[config.mk]
export PLATFORM = sky130hd
export DESIGN_NAME = fpro_bus_arbiter_flat
export DESIGN_NICKNAME = d
export VERILOG_FILES = /design/src/rtl/fpro_bus_arbiter_if.sv /design/src/rtl/fpro_bus_arbiter.sv /design/src/flat_wrapper.sv
export SDC_FILE = /design/constraint.sdc
export NUM_CORES = 1
export LEC_CHECK = 0
export ABC_AREA = 1
export BUFFER_PORTS_ARGS = -buffer_cell sky130_fd_sc_hd__buf_2
export CAP_MARGIN = 20
export CORE_ASPECT_RATIO = 2
export CORE_MARGIN = 8
export CORE_UTILIZATION = 25
export CTS_BUF_LIST = sky130_fd_sc_hd__clkbuf_16
export CTS_CLUSTER_SIZE = 16
export DETAILED_ROUTE_END_ITERATION = 8
export HOLD_SLACK_MARGIN = 0.1
export SLEW_MARGIN = 10
export SYNTH_ARGS = -nofsm -noshare
export SYNTH_HDL_FRONTEND = slang
export SYNTH_SLANG_ARGS = --single-unit
[constraint.sdc]
create_clock -name clk -period 10.9 [get_ports clk]
set_input_delay 1.09 -clock clk [delete_from_list [all_inputs] [get_ports clk]]
set_output_delay 1.09 -clock clk [all_outputs]
set_load 0.01 [all_outputs]
[src/rtl/fpro_bus_arbiter_if.sv]
// fpro_bus_arbiter_if: two-master request/ack ports plus the shared FPro MMIO bus
interface fpro_bus_arbiter_if #(
  parameter int ADDR_W = 21,
  parameter int DATA_W = 32
);
  logic              m0_req, m1_req, m0_wr, m1_wr, m0_ack, m1_ack;
  logic [ADDR_W-1:0] m0_addr, m1_addr, fp_addr;
  logic [DATA_W-1:0] m0_wr_data, m1_wr_data, m0_rd_data, m1_rd_data;
  logic [DATA_W-1:0] fp_wr_data, fp_rd_data;
  logic              fp_mmio_cs, fp_wr, fp_rd, busy;
  logic [1:0]        grant;
  modport slave (
    input  m0_req, m1_req, m0_wr, m1_wr, m0_addr, m1_addr, m0_wr_data, m1_wr_data, fp_rd_data,
    output m0_ack, m1_ack, m0_rd_data, m1_rd_data, fp_mmio_cs, fp_wr, fp_rd, fp_addr, fp_wr_data,
           grant, busy
  );
  modport master (
    output m0_req, m1_req, m0_wr, m1_wr, m0_addr, m1_addr, m0_wr_data, m1_wr_data, fp_rd_data,
    input  m0_ack, m1_ack, m0_rd_data, m1_rd_data, fp_mmio_cs, fp_wr, fp_rd, fp_addr, fp_wr_data,
           grant, busy
  );
endinterface

[src/rtl/fpro_bus_arbiter.sv]
// fpro_bus_arbiter: round-robin two-master arbiter driving one FPro MMIO bus cycle per grant
module fpro_bus_arbiter #(
  parameter int ADDR_W = 21,
  parameter int DATA_W = 32
) (
  input logic               clk,
  input logic               reset,
  fpro_bus_arbiter_if.slave bus
);
  typedef enum logic [1:0] {IDLE, XFER, DONE} state_t;
  state_t            state, state_nx;
  logic              xfer, done, any_req, win, last_winner, wr_q;
  logic [ADDR_W-1:0] addr_q;
  logic [DATA_W-1:0] data_q, rd0_q, rd1_q;
  assign any_req = bus.m0_req | bus.m1_req;
  assign win     = (bus.m0_req & bus.m1_req) ? ~last_winner : bus.m1_req;
  // state register
  always_ff @(posedge clk or posedge reset)
    if (reset) state <= IDLE;
    else       state <= state_nx;
  // next state and state decodes; XFER and DONE each last exactly one cycle
  always_comb begin
    xfer     = state == XFER;
    done     = state == DONE;
    state_nx = xfer ? DONE : (!done && any_req) ? XFER : IDLE;
  end
  // last_winner doubles as the owner of the in-flight transaction
  always_ff @(posedge clk or posedge reset)
    if (reset) begin
      last_winner <= 1'b1;
      wr_q        <= 1'b0;
      addr_q      <= '0;
      data_q      <= '0;
      rd0_q       <= '0;
      rd1_q       <= '0;
    end else begin
      if (state == IDLE && any_req) begin
        last_winner <= win;
        wr_q        <= win ? bus.m1_wr : bus.m0_wr;
        addr_q      <= win ? bus.m1_addr : bus.m0_addr;
        data_q      <= win ? bus.m1_wr_data : bus.m0_wr_data;
      end
      if (xfer && !wr_q && !last_winner) rd0_q <= bus.fp_rd_data;
      if (xfer && !wr_q && last_winner)  rd1_q <= bus.fp_rd_data;
    end
  assign bus.fp_mmio_cs = xfer;
  assign bus.fp_wr      = xfer & wr_q;
  assign bus.fp_rd      = xfer & ~wr_q;
  assign bus.fp_addr    = xfer ? addr_q : '0;
  assign bus.fp_wr_data = xfer ? data_q : '0;
  assign bus.m0_ack     = done & ~last_winner;
  assign bus.m1_ack     = done & last_winner;
  assign bus.m0_rd_data = rd0_q;
  assign bus.m1_rd_data = rd1_q;
  assign bus.busy       = xfer | done;
  assign bus.grant      = (xfer | done) ? {last_winner, ~last_winner} : 2'b00;
endmodule

[src/flat_wrapper.sv]
// flat-port wrapper written by rule: the top's interface ports become plain ports
module fpro_bus_arbiter_flat 
#(
  parameter int ADDR_W = 21,
  parameter int DATA_W = 32
)
  (clk, reset, bus_m0_req, bus_m1_req, bus_m0_wr, bus_m1_wr, bus_m0_addr, bus_m1_addr, bus_m0_wr_data, bus_m1_wr_data, bus_fp_rd_data, bus_m0_ack, bus_m1_ack, bus_m0_rd_data, bus_m1_rd_data, bus_fp_mmio_cs, bus_fp_wr, bus_fp_rd, bus_fp_addr, bus_fp_wr_data, bus_grant, bus_busy);
  fpro_bus_arbiter_if #(.ADDR_W(ADDR_W), .DATA_W(DATA_W)) bus_i ();
  input logic clk;
  input logic reset;
  input wire logic [$bits(bus_i.m0_req)-1:0] bus_m0_req;
  input wire logic [$bits(bus_i.m1_req)-1:0] bus_m1_req;
  input wire logic [$bits(bus_i.m0_wr)-1:0] bus_m0_wr;
  input wire logic [$bits(bus_i.m1_wr)-1:0] bus_m1_wr;
  input wire logic [$bits(bus_i.m0_addr)-1:0] bus_m0_addr;
  input wire logic [$bits(bus_i.m1_addr)-1:0] bus_m1_addr;
  input wire logic [$bits(bus_i.m0_wr_data)-1:0] bus_m0_wr_data;
  input wire logic [$bits(bus_i.m1_wr_data)-1:0] bus_m1_wr_data;
  input wire logic [$bits(bus_i.fp_rd_data)-1:0] bus_fp_rd_data;
  output wire logic [$bits(bus_i.m0_ack)-1:0] bus_m0_ack;
  output wire logic [$bits(bus_i.m1_ack)-1:0] bus_m1_ack;
  output wire logic [$bits(bus_i.m0_rd_data)-1:0] bus_m0_rd_data;
  output wire logic [$bits(bus_i.m1_rd_data)-1:0] bus_m1_rd_data;
  output wire logic [$bits(bus_i.fp_mmio_cs)-1:0] bus_fp_mmio_cs;
  output wire logic [$bits(bus_i.fp_wr)-1:0] bus_fp_wr;
  output wire logic [$bits(bus_i.fp_rd)-1:0] bus_fp_rd;
  output wire logic [$bits(bus_i.fp_addr)-1:0] bus_fp_addr;
  output wire logic [$bits(bus_i.fp_wr_data)-1:0] bus_fp_wr_data;
  output wire logic [$bits(bus_i.grant)-1:0] bus_grant;
  output wire logic [$bits(bus_i.busy)-1:0] bus_busy;
  assign bus_i.m0_req = bus_m0_req;
  assign bus_i.m1_req = bus_m1_req;
  assign bus_i.m0_wr = bus_m0_wr;
  assign bus_i.m1_wr = bus_m1_wr;
  assign bus_i.m0_addr = bus_m0_addr;
  assign bus_i.m1_addr = bus_m1_addr;
  assign bus_i.m0_wr_data = bus_m0_wr_data;
  assign bus_i.m1_wr_data = bus_m1_wr_data;
  assign bus_i.fp_rd_data = bus_fp_rd_data;
  assign bus_m0_ack = bus_i.m0_ack;
  assign bus_m1_ack = bus_i.m1_ack;
  assign bus_m0_rd_data = bus_i.m0_rd_data;
  assign bus_m1_rd_data = bus_i.m1_rd_data;
  assign bus_fp_mmio_cs = bus_i.fp_mmio_cs;
  assign bus_fp_wr = bus_i.fp_wr;
  assign bus_fp_rd = bus_i.fp_rd;
  assign bus_fp_addr = bus_i.fp_addr;
  assign bus_fp_wr_data = bus_i.fp_wr_data;
  assign bus_grant = bus_i.grant;
  assign bus_busy = bus_i.busy;
  fpro_bus_arbiter #(.ADDR_W(ADDR_W), .DATA_W(DATA_W)) u_core (.clk(clk), .reset(reset), .bus(bus_i));
endmodule
# Yosys cells after proc, flatten, opt, wreduce, memory -nomap -nowiden
# Index checks and enable logic that the tools add are counted.
word_totals:
  out_inout_bits: 125
  ff_bits: 121
op_classes:
  n_bitwise: 9
  reduce_logical: 9
  n_eq_ne: 2
  mux: 9
ops:
  columns: ["op", "n"]
  rows:
  - ["$mux W32", 2]
  - ["$mux W21", 2]
  - ["$and A1 B1 Y1", 5]
  - ["$logic_and A1 B1 Y1", 5]
  - ["$mux W2", 2]
  - ["$logic_not A1 Y1", 3]
  - ["$mux W1", 3]
  - ["$eq A2 B1 Y1 const B", 1]
  - ["$eq A2 B2 Y1 const B", 1]
  - ["$logic_not A2 Y1", 1]
  - ["$not A1 Y1", 2]
  - ["$or A1 B1 Y1", 2]

# Longest topological paths before layout
# Gate-level depths: netlist (run 1).
depth:
  word_depth: 5
  depth_mapped: 7

# Least setup slack after synthesis (run 1)
# OpenSTA, ideal clock, no wires.
synth_timing:
  path_type: "register -> output"
  startpoint: "register u_core.state[1]"
  endpoint: "output bus_fp_addr[0]"
  path_stages_with_launch: 7
  required_time_ns: 9.810
  arrival_time_ns: 1.141
  slack_ns: 8.669
  cell_sequence: "dfrtp_1 > inv_1 > ha_1 > buf_4 > buf_2 > nand2_1 > inv_1"
synth_via:
  elab_chain_cells: 2
synth_rtl:
  columns: ["item", "line", "text"]
  rows:
  - ["start, declared", "fpro_bus_arbiter.sv:11", "state_t state, state_nx;"]
  - ["start signal, assigned", "fpro_bus_arbiter.sv:20", "else state <= state_nx;"]
  - ["$eq A2 B1 Y1", "fpro_bus_arbiter.sv:23", "xfer = state == XFER;"]
  - ["$mux W21", "fpro_bus_arbiter.sv:49", "assign bus.fp_addr = xfer ? addr_q : '0;"]
  - ["end, declared", "flat_wrapper.sv:27", "output wire logic [$bits(bus_i.fp_addr)-1:0] bus_fp_addr;"]
# No other way between the ends.

# Final worst setup path (run 1)
layout_timing:
  startpoint: "register u_core.state[1]"
  endpoint: "output bus_fp_addr[8]"
# The elaborated chain is that of the path after synthesis.

==> results.sh, run 1 <==
export IMPL_cellInternalPower_mw=1.365
export IMPL_mappedNetlistArea_mm2=0.006105
export IMPL_postSynthAreaPerCell_um2=7.259
export IMPL_firstDrtPassIters=5
export IMPL_postPlaceCellArea_mm2=0.007630
export IMPL_post_cts_repair_setup_buffers=0
export IMPL_worst_setup_path_end_kind="primary output"
export IMPL_seqPwrFrac=0.353
export IMPL_final_core_util=0.3388
export IMPL_fin_worst_skew_ps=7.289
export IMPL_synth_top_area_frac=0.4919
export IMPL_finish_net_count=1237
export IMPL_p_clk_frac=0.238
export IMPL_p_per_area_mw_per_mm2=281.8
export IMPL_sw_frac_of_total=0.4099
export IMPL_grt_pass1_vias=6084
export IMPL_worst_min_path_class="reg2reg"
export IMPL_initial_core_util=0.2520
export IMPL_drtIter0Drc=365
export IMPL_worst_skew_pair_latency_ps=420
export IMPL_die_y_um=237.0
export IMPL_ys_warn_count=0
export IMPL_buffer_levels_on_the_longest_clock_path=2
export IMPL_worstMarginPinSlew_ps=817.8
export IMPL_dieArea_mm2=0.02998
export IMPL_rsz0062_at_grt="no"
export IMPL_io_buffer_count=268
export IMPL_max_slew_violation_count=0
export IMPL_vias_per_cell=4.237
export IMPL_grt_start_max_net_pins=66
export IMPL_yosysTopAreaCell="dfrtp_1"
export IMPL_syn2layout_area_growth_pct=34.41
export IMPL_final_setup_tns_ps=0
export IMPL_route_vias_total=5898
export IMPL_max_cap_viol_count=0
export IMPL_globalRouteOverflowTotal=0
export IMPL_setup_crit_path_kind="reg2out"
export IMPL_tritoncts="yes"
export IMPL_worst_ep_arrival_time_ps=2230
export IMPL_detail_route_antenna_nets=0
export IMPL_routedWlPerCell_um=13.94
export IMPL_ys_top_cells_by_area="dfrtp_1 49%, nand2_1 17%, inv_1 13%"
export IMPL_num_rows=81
export IMPL_top_level_ports=269
export IMPL_place_gp_congestion=0.8257
export IMPL_drt_wl_total_um=19400
export IMPL_postCtsHoldBufs=0
export IMPL_timing_critical_path_cells="inv_1 > ha_2 > buf_4 > nand2_1 > inv_1 > buf_2"
export IMPL_antenna_cells=0
export IMPL_power_net_switching_mw=0.9477
export IMPL_portion_of_the_post_synthesis_area_used_by_sequential_elements=0.4962
export IMPL_count_of_distinct_cell_types_in_the_synthesized_netlist=20
export IMPL_status="completed"
export IMPL_ys_seq_elements=121
export IMPL_number_of_clock_buffers_inserted_by_tritoncts=17
export IMPL_clkSinkCount=121
export IMPL_core_mm2=0.02422
export IMPL_critical_path_top_delay_family="buffers and inverters"
export IMPL_synthesis_instances=841
export IMPL_final_hold_violation_count=0
export IMPL_slowest_stage="ha_2"
export IMPL_root_buffer="clkbuf_16"
export IMPL_final_critical_path_time_including_i_o_delays_and_setup_ps=3320
export IMPL_grt_first_pass_wirelength_um=31480
export IMPL_grt_antenna_before_repair=1
export IMPL_place_detailed_hpwl_um=14170
export IMPL_cts_resized=0
export IMPL_groute_usage_overall=0.1295
export IMPL_path_max_fanout=30
export IMPL_report_final_setup_viol=0
export IMPL_drive_above_1_share=0.2831
export IMPL_critical_path_startpoint_type="flop"
export IMPL_worst_ep_required_time_ps=9810
export IMPL_final_min_period_over_clock_period=0.3046
export IMPL_cts_reportedPaths_clkPinSlew_ps=60
export IMPL_clock_tree_htree_level_count=4
export IMPL_comb_power_share=0.409
export IMPL_drc=0
export IMPL_postSynthNetCount=989
export IMPL_worstPathBufferInverterCount=4
export IMPL_max_slew_margin=0.4548
export IMPL_pleak_nw=5.327
export IMPL_timing_critical_path_mode_cell="inv_1"
export IMPL_fmax_ghz=0.3012
export IMPL_die_width_um=126.5
export IMPL_ir_drop_v=0.0001379
export IMPL_finalInstanceArea_mm2=0.008205
export IMPL_critical_path_max_stage_delay_ps=590
-- cells in the final DEF, fill, tap and decap left out --
| cell type | n |
|---|---|
| nor2_1 | 4 |
| clkbuf_16 | 17 |
| ha_1 | 3 |
| dfrtp_1 | 120 |
| inv_4 | 1 |
| dfstp_2 | 1 |
| nand2_2 | 1 |
| nor2_4 | 1 |
| inv_1 | 204 |
| nor3_1 | 1 |
| nand3_1 | 108 |
| o21ai_0 | 61 |
| o21ai_1 | 4 |
| bufinv_16 | 2 |
| nand2_4 | 1 |
| buf_2 | 268 |
| nand3_4 | 1 |
| ha_2 | 1 |
| clkinvlp_4 | 1 |
| buf_4 | 6 |
| clkinv_4 | 3 |
| clkinv_2 | 2 |
| nand3b_4 | 1 |
| o21ai_4 | 1 |
| clkinv_1 | 2 |
| nand2_1 | 283 |
| inv_6 | 4 |
-- kinds of logic (layout without fill, tap and decap cells) --
family	after synthesis	in the layout	share of synthesized area
buffers and inverters	249	510	0.1642
AO/OA/AOI/OAI	66	66	0.05472
flip-flops	121	121	0.4962
adder cells (fa/ha/maj)	4	4	0.008199
AND/OR/NAND/NOR	401	401	0.2767
-- area by class of cell --
cell class / instances / area (um^2)
timing repair buffer: 274 / 1386
inverter: 204 / 768.2
clock buffer: 17 / 425.4
fill: 2580 / 16020
tap: 290 / 362.8
clock inverter: 15 / 150.1
multi-input combinational: 471 / 2083
sequential: 121 / 3029
-- synth_stat cells --
cell type and n:
nand2_1 283, inv_1 204, dfrtp_1 120, nand3_1 108, o21ai_0 61, buf_2 32
buf_4 7, clkbuf_1 5, ha_1 4, nor2_1 4, o21ai_1 4, clkbuf_2 1
dfstp_2 1, nand2_2 1, nand2_4 1, nand3_4 1, nand3b_4 1, nor2_4 1
nor3_1 1, o21ai_2 1
-- sequential cells by signal, summed over array words and instances (netlist names) --
register / cells
u_core.wr_q: 1
u_core.addr_q: 21
u_core.last_winner: 1
u_core.bus.m0_rd_data: 32
u_core.data_q: 32
u_core.state: 2
u_core.bus.m1_rd_data: 32
-- routing by layer --
layer	GRT usage	wire length, um	up-vias
li1	-	-	2980
met1	0.1715	9277	2601
met2	0.1871	7788	299
met3	0.05656	2109	16
met4	0.03450	216	2
met5	0	10	-
-- path summary, 6_finish.rpt --
kind                       slack (ps)                   endpoint                      from  cells after the start
max                              7580             bus_fp_addr[8]           u_core.state[1]                      6
min                               480   u_core.bus.m0_rd_data[0]  u_core.bus.m0_rd_data[0]                      2
max reg2reg                      8290  u_core.bus.m1_rd_data[15]           u_core.state[1]                      5
min reg2reg                       480   u_core.bus.m0_rd_data[0]  u_core.bus.m0_rd_data[0]                      2
max in group asynchronous        8810          u_core.addr_q[13]                     reset                      3
min in group asynchronous         840          u_core.data_q[19]                     reset                      2
-- metrics by stage --
step           hold WS, ps  worst slack [ps]  instances  power [mW]
2_1_floorplan        448.9              6597        841       1.391
3_3_place_gp         460.9              7791       1360       1.764
3_5_place_dp         464.7              7750       1360       1.782
4_1_cts              482.2              7543       1392       2.352
5_1_grt              494.7              7387       1392       2.517
6_report             477.8              7580       1392       2.312
-- power by group through the flow --
stage          clock [mW]  combinational [mW]  sequential (mW)
2_1_floorplan           0               0.551            0.841
3_3_place_gp            0               0.952            0.811
3_5_place_dp            0               0.966            0.816
4_1_cts             0.571               0.966            0.815
5_1_grt             0.594                1.08            0.842
6_report            0.551               0.946            0.815
-- worst reg2reg max path, cell delays in order, from the launching register on --
cell and delay, ps:
dfrtp_1 390, inv_1 100, ha_2 590, buf_4 420, nand3_4 540, o21ai_0 460
(Power assumes the default switching activity.)
==> run 2, diff against run 1 <==
==> constraint.sdc (replaced) <==
create_clock -name clk -period 3.5 [get_ports clk]
set_input_delay 0.35 -clock clk [delete_from_list [all_inputs] [get_ports clk]]
set_output_delay 0.35 -clock clk [all_outputs]
set_load 0.01 [all_outputs]
==> run 2 against run 1 <==
Net effect: routed wire length fell by 1.5%; final cell count rose by 0.14%; first-iteration DRC count rose by 22%; non-clock buffer count rose by 2.
==> results.sh, run 2 (synthesis results as in run 1) <==
export IMPL_final_setup_tns_ps=0
export IMPL_comb_power_share=0.407
export IMPL_grt_start_max_net_pins=65
export IMPL_worst_skew_pair_latency_ps=420
export IMPL_cts_reportedPaths_clkPinSlew_ps=60
export IMPL_globalRouteMet1Util=0.1683
export IMPL_gr_usage_met3=0.05791
export IMPL_layout_cells_most_common="nand2_1"
export IMPL_path_max_fanout=31
export IMPL_power_net_switching_mw=2.957
export IMPL_globalRouteOverflowTotal=0
export IMPL_tritoncts="yes"
export IMPL_mostFrequentLayoutCells="283 x nand2_1, 268 x buf_2, 203 x inv_1"
export IMPL_timing_critical_path_cells="inv_1 > ha_2 > buf_4 > nand2_1 > inv_1 > buf_2"
export IMPL_critical_path_startpoint_type="flop"
export IMPL_worst_setup_path_end_kind="primary output"
export IMPL_rr_worst_depth=4
export IMPL_pleak_nw=5.335
export IMPL_timing_critical_path_mode_cell="inv_1"
export IMPL_drt_wl_total_um=19100
export IMPL_grt_first_pass_wirelength_um=30860
export IMPL_antenna_cells=0
export IMPL_p_clk_frac=0.240
export IMPL_finish_net_count=1239
export IMPL_firstDrtPassIters=5
export IMPL_sw_frac_of_total=0.4095
export IMPL_post_cts_repair_setup_buffers=0
export IMPL_number_of_clock_buffers_inserted_by_tritoncts=17
export IMPL_final_min_period_over_clock_period=0.7235
export IMPL_fillers=2547
export IMPL_worstReg2RegEnd="u_core.bus.m0_rd_data[20]"
export IMPL_worst_ep_required_time_ps=3150
export IMPL_buffer_levels_on_the_longest_clock_path=2
export IMPL_die_y_um=237.0
export IMPL_worst_ep_arrival_time_ps=2180
export IMPL_route_vias_total=5936
export IMPL_cp_endpoint="bus_fp_addr[7]"
export IMPL_grt_pass1_vias=5963
export IMPL_ir_drop_v=0.0003269
export IMPL_detail_route_antenna_nets=0
export IMPL_r2r_setup_slack_ps=1360
export IMPL_status="completed"
export IMPL_grt_busiest_layer="met2"
export IMPL_fin_hold_ws_ps=195.9
export IMPL_report_final_setup_viol=0
export IMPL_dpl_cell_count=1361
export IMPL_syn2layout_area_growth_pct=35.13
export IMPL_root_buffer="clkbuf_16"
export IMPL_cellInternalPower_mw=4.264
export IMPL_worstMarginPinSlew_ps=810.4
export IMPL_groute_usage_overall=0.1280
export IMPL_cts_resized=0
export IMPL_clock_tree_htree_level_count=4
export IMPL_max_slew_violation_count=0
export IMPL_worstPathBufferInverterCount=4
export IMPL_final_critical_path_time_including_i_o_delays_and_setup_ps=2532
export IMPL_final_hold_violation_count=0
export IMPL_grt_antenna_before_repair=1
export IMPL_drive_above_1_share=0.2853
export IMPL_crit_cells=6
export IMPL_setup_slack_ps=967.7
export IMPL_vias_per_cell=4.258
export IMPL_die_width_um=126.5
export IMPL_routedWlPerCell_um=13.70
export IMPL_rsz0062_at_grt="no"
export IMPL_critical_path_top_delay_family="buffers and inverters"
export IMPL_num_rows=81
export IMPL_multiInputGateArea_mm2=0.002083
export IMPL_met2_use_gr=0.1767
export IMPL_worst_r2r_startpoint="u_core.state[1]"
export IMPL_finish_cell_count_without_fillers=1394
export IMPL_setup_crit_path_kind="reg2out"
export IMPL_max_cap_viol_count=0
export IMPL_io_buffer_count=268
export IMPL_drtIter0Drc=444
export IMPL_critical_path_startpoint="u_core.state[1]"
export IMPL_top_level_ports=269
export IMPL_place_detailed_hpwl_um=14270
export IMPL_clkSinkCount=121
export IMPL_fmax_ghz=0.3949
export IMPL_fin_worst_skew_ps=9.141
export IMPL_dieArea_mm2=0.02998
export IMPL_worst_min_path_class="in2reg"
export IMPL_core_mm2=0.02422
export IMPL_max_slew_margin=0.4586
export IMPL_seqPwrFrac=0.353
export IMPL_worst_slack_placed_ps=1295
export IMPL_p_per_area_mw_per_mm2=875.3
export IMPL_slowest_stage="ha_2"
export IMPL_area_occupied_by_registers_mm2=0.003029
export IMPL_initial_core_util=0.2520
export IMPL_drc=0
export IMPL_critical_path_max_stage_delay_ps=540
export IMPL_place_gp_congestion=0.8634
[run 2: worst min-delay path by stage]
| stage | start | to | slack [ps] | depth (start not counted) |
|---|---|---|---|---|
| floorplan | u_core.addr_q[0] | u_core.addr_q[0] | 450 | 2 |
| global placement | u_core.bus.m0_rd_data[22] | u_core.bus.m0_rd_data[22] | 460 | 2 |
| detailed placement | u_core.data_q[27] | u_core.data_q[27] | 460 | 2 |
| CTS | bus_fp_rd_data[15] | u_core.bus.m1_rd_data[15] | 160 | 3 |
| global route | bus_fp_rd_data[16] | u_core.bus.m1_rd_data[16] | 170 | 3 |
| finish | bus_fp_rd_data[15] | u_core.bus.m0_rd_data[15] | 200 | 3 |
[run 2: power by group through the flow]
stage,clock network (mW),logic (mW),registers [mW]
6_report,1.73,2.94,2.55
5_1_grt,1.86,3.37,2.64
4_1_cts,1.80,3.01,2.55
3_5_place_dp,0,3.01,2.56
3_3_place_gp,0,2.94,2.55
2_1_floorplan,0,1.71,2.62
[run 2: area by class of cell]
cell class	instances	area share
sequential	121	0.3672
multi-input combinational	471	0.2525
clock inverter	15	0.01972
timing repair buffer	276	0.1717
tap	290	0.04399
inverter	204	0.09328
clock buffer	17	0.05157
[run 2: through the flow]
stage / power, mW / cell area (um^2) / utilization
6_report: 7.221 / 8249 / 0.3406
5_1_grt: 7.870 / 8249 / 0.3406
3_3_place_gp: 5.498 / 7651 / 0.3159
2_1_floorplan: 4.334 / 6108 / -
3_5_place_dp: 5.567 / 7651 / 0.3159
4_1_cts: 7.365 / 8249 / 0.3406
[run 2: what timing repair did]
item,in CTS,in global routing
hold buffers,1,0
setup endpoints to repair,0,0
hold endpoints to repair,33,0
[run 2: layer usage]
metal | vias up | routed length, um
met5 | - | 8
met4 | 2 | 473
met1 | 2616 | 8895
met2 | 309 | 7610
li1 | 2985 | -
met3 | 24 | 2116
[run 2: worst min-delay path, delay by kind of cell]
| kind | cells | cell delay (ps) |
|---|---|---|
| buf+inv | 2 | 140 |
| compound gates | 1 | 70 |
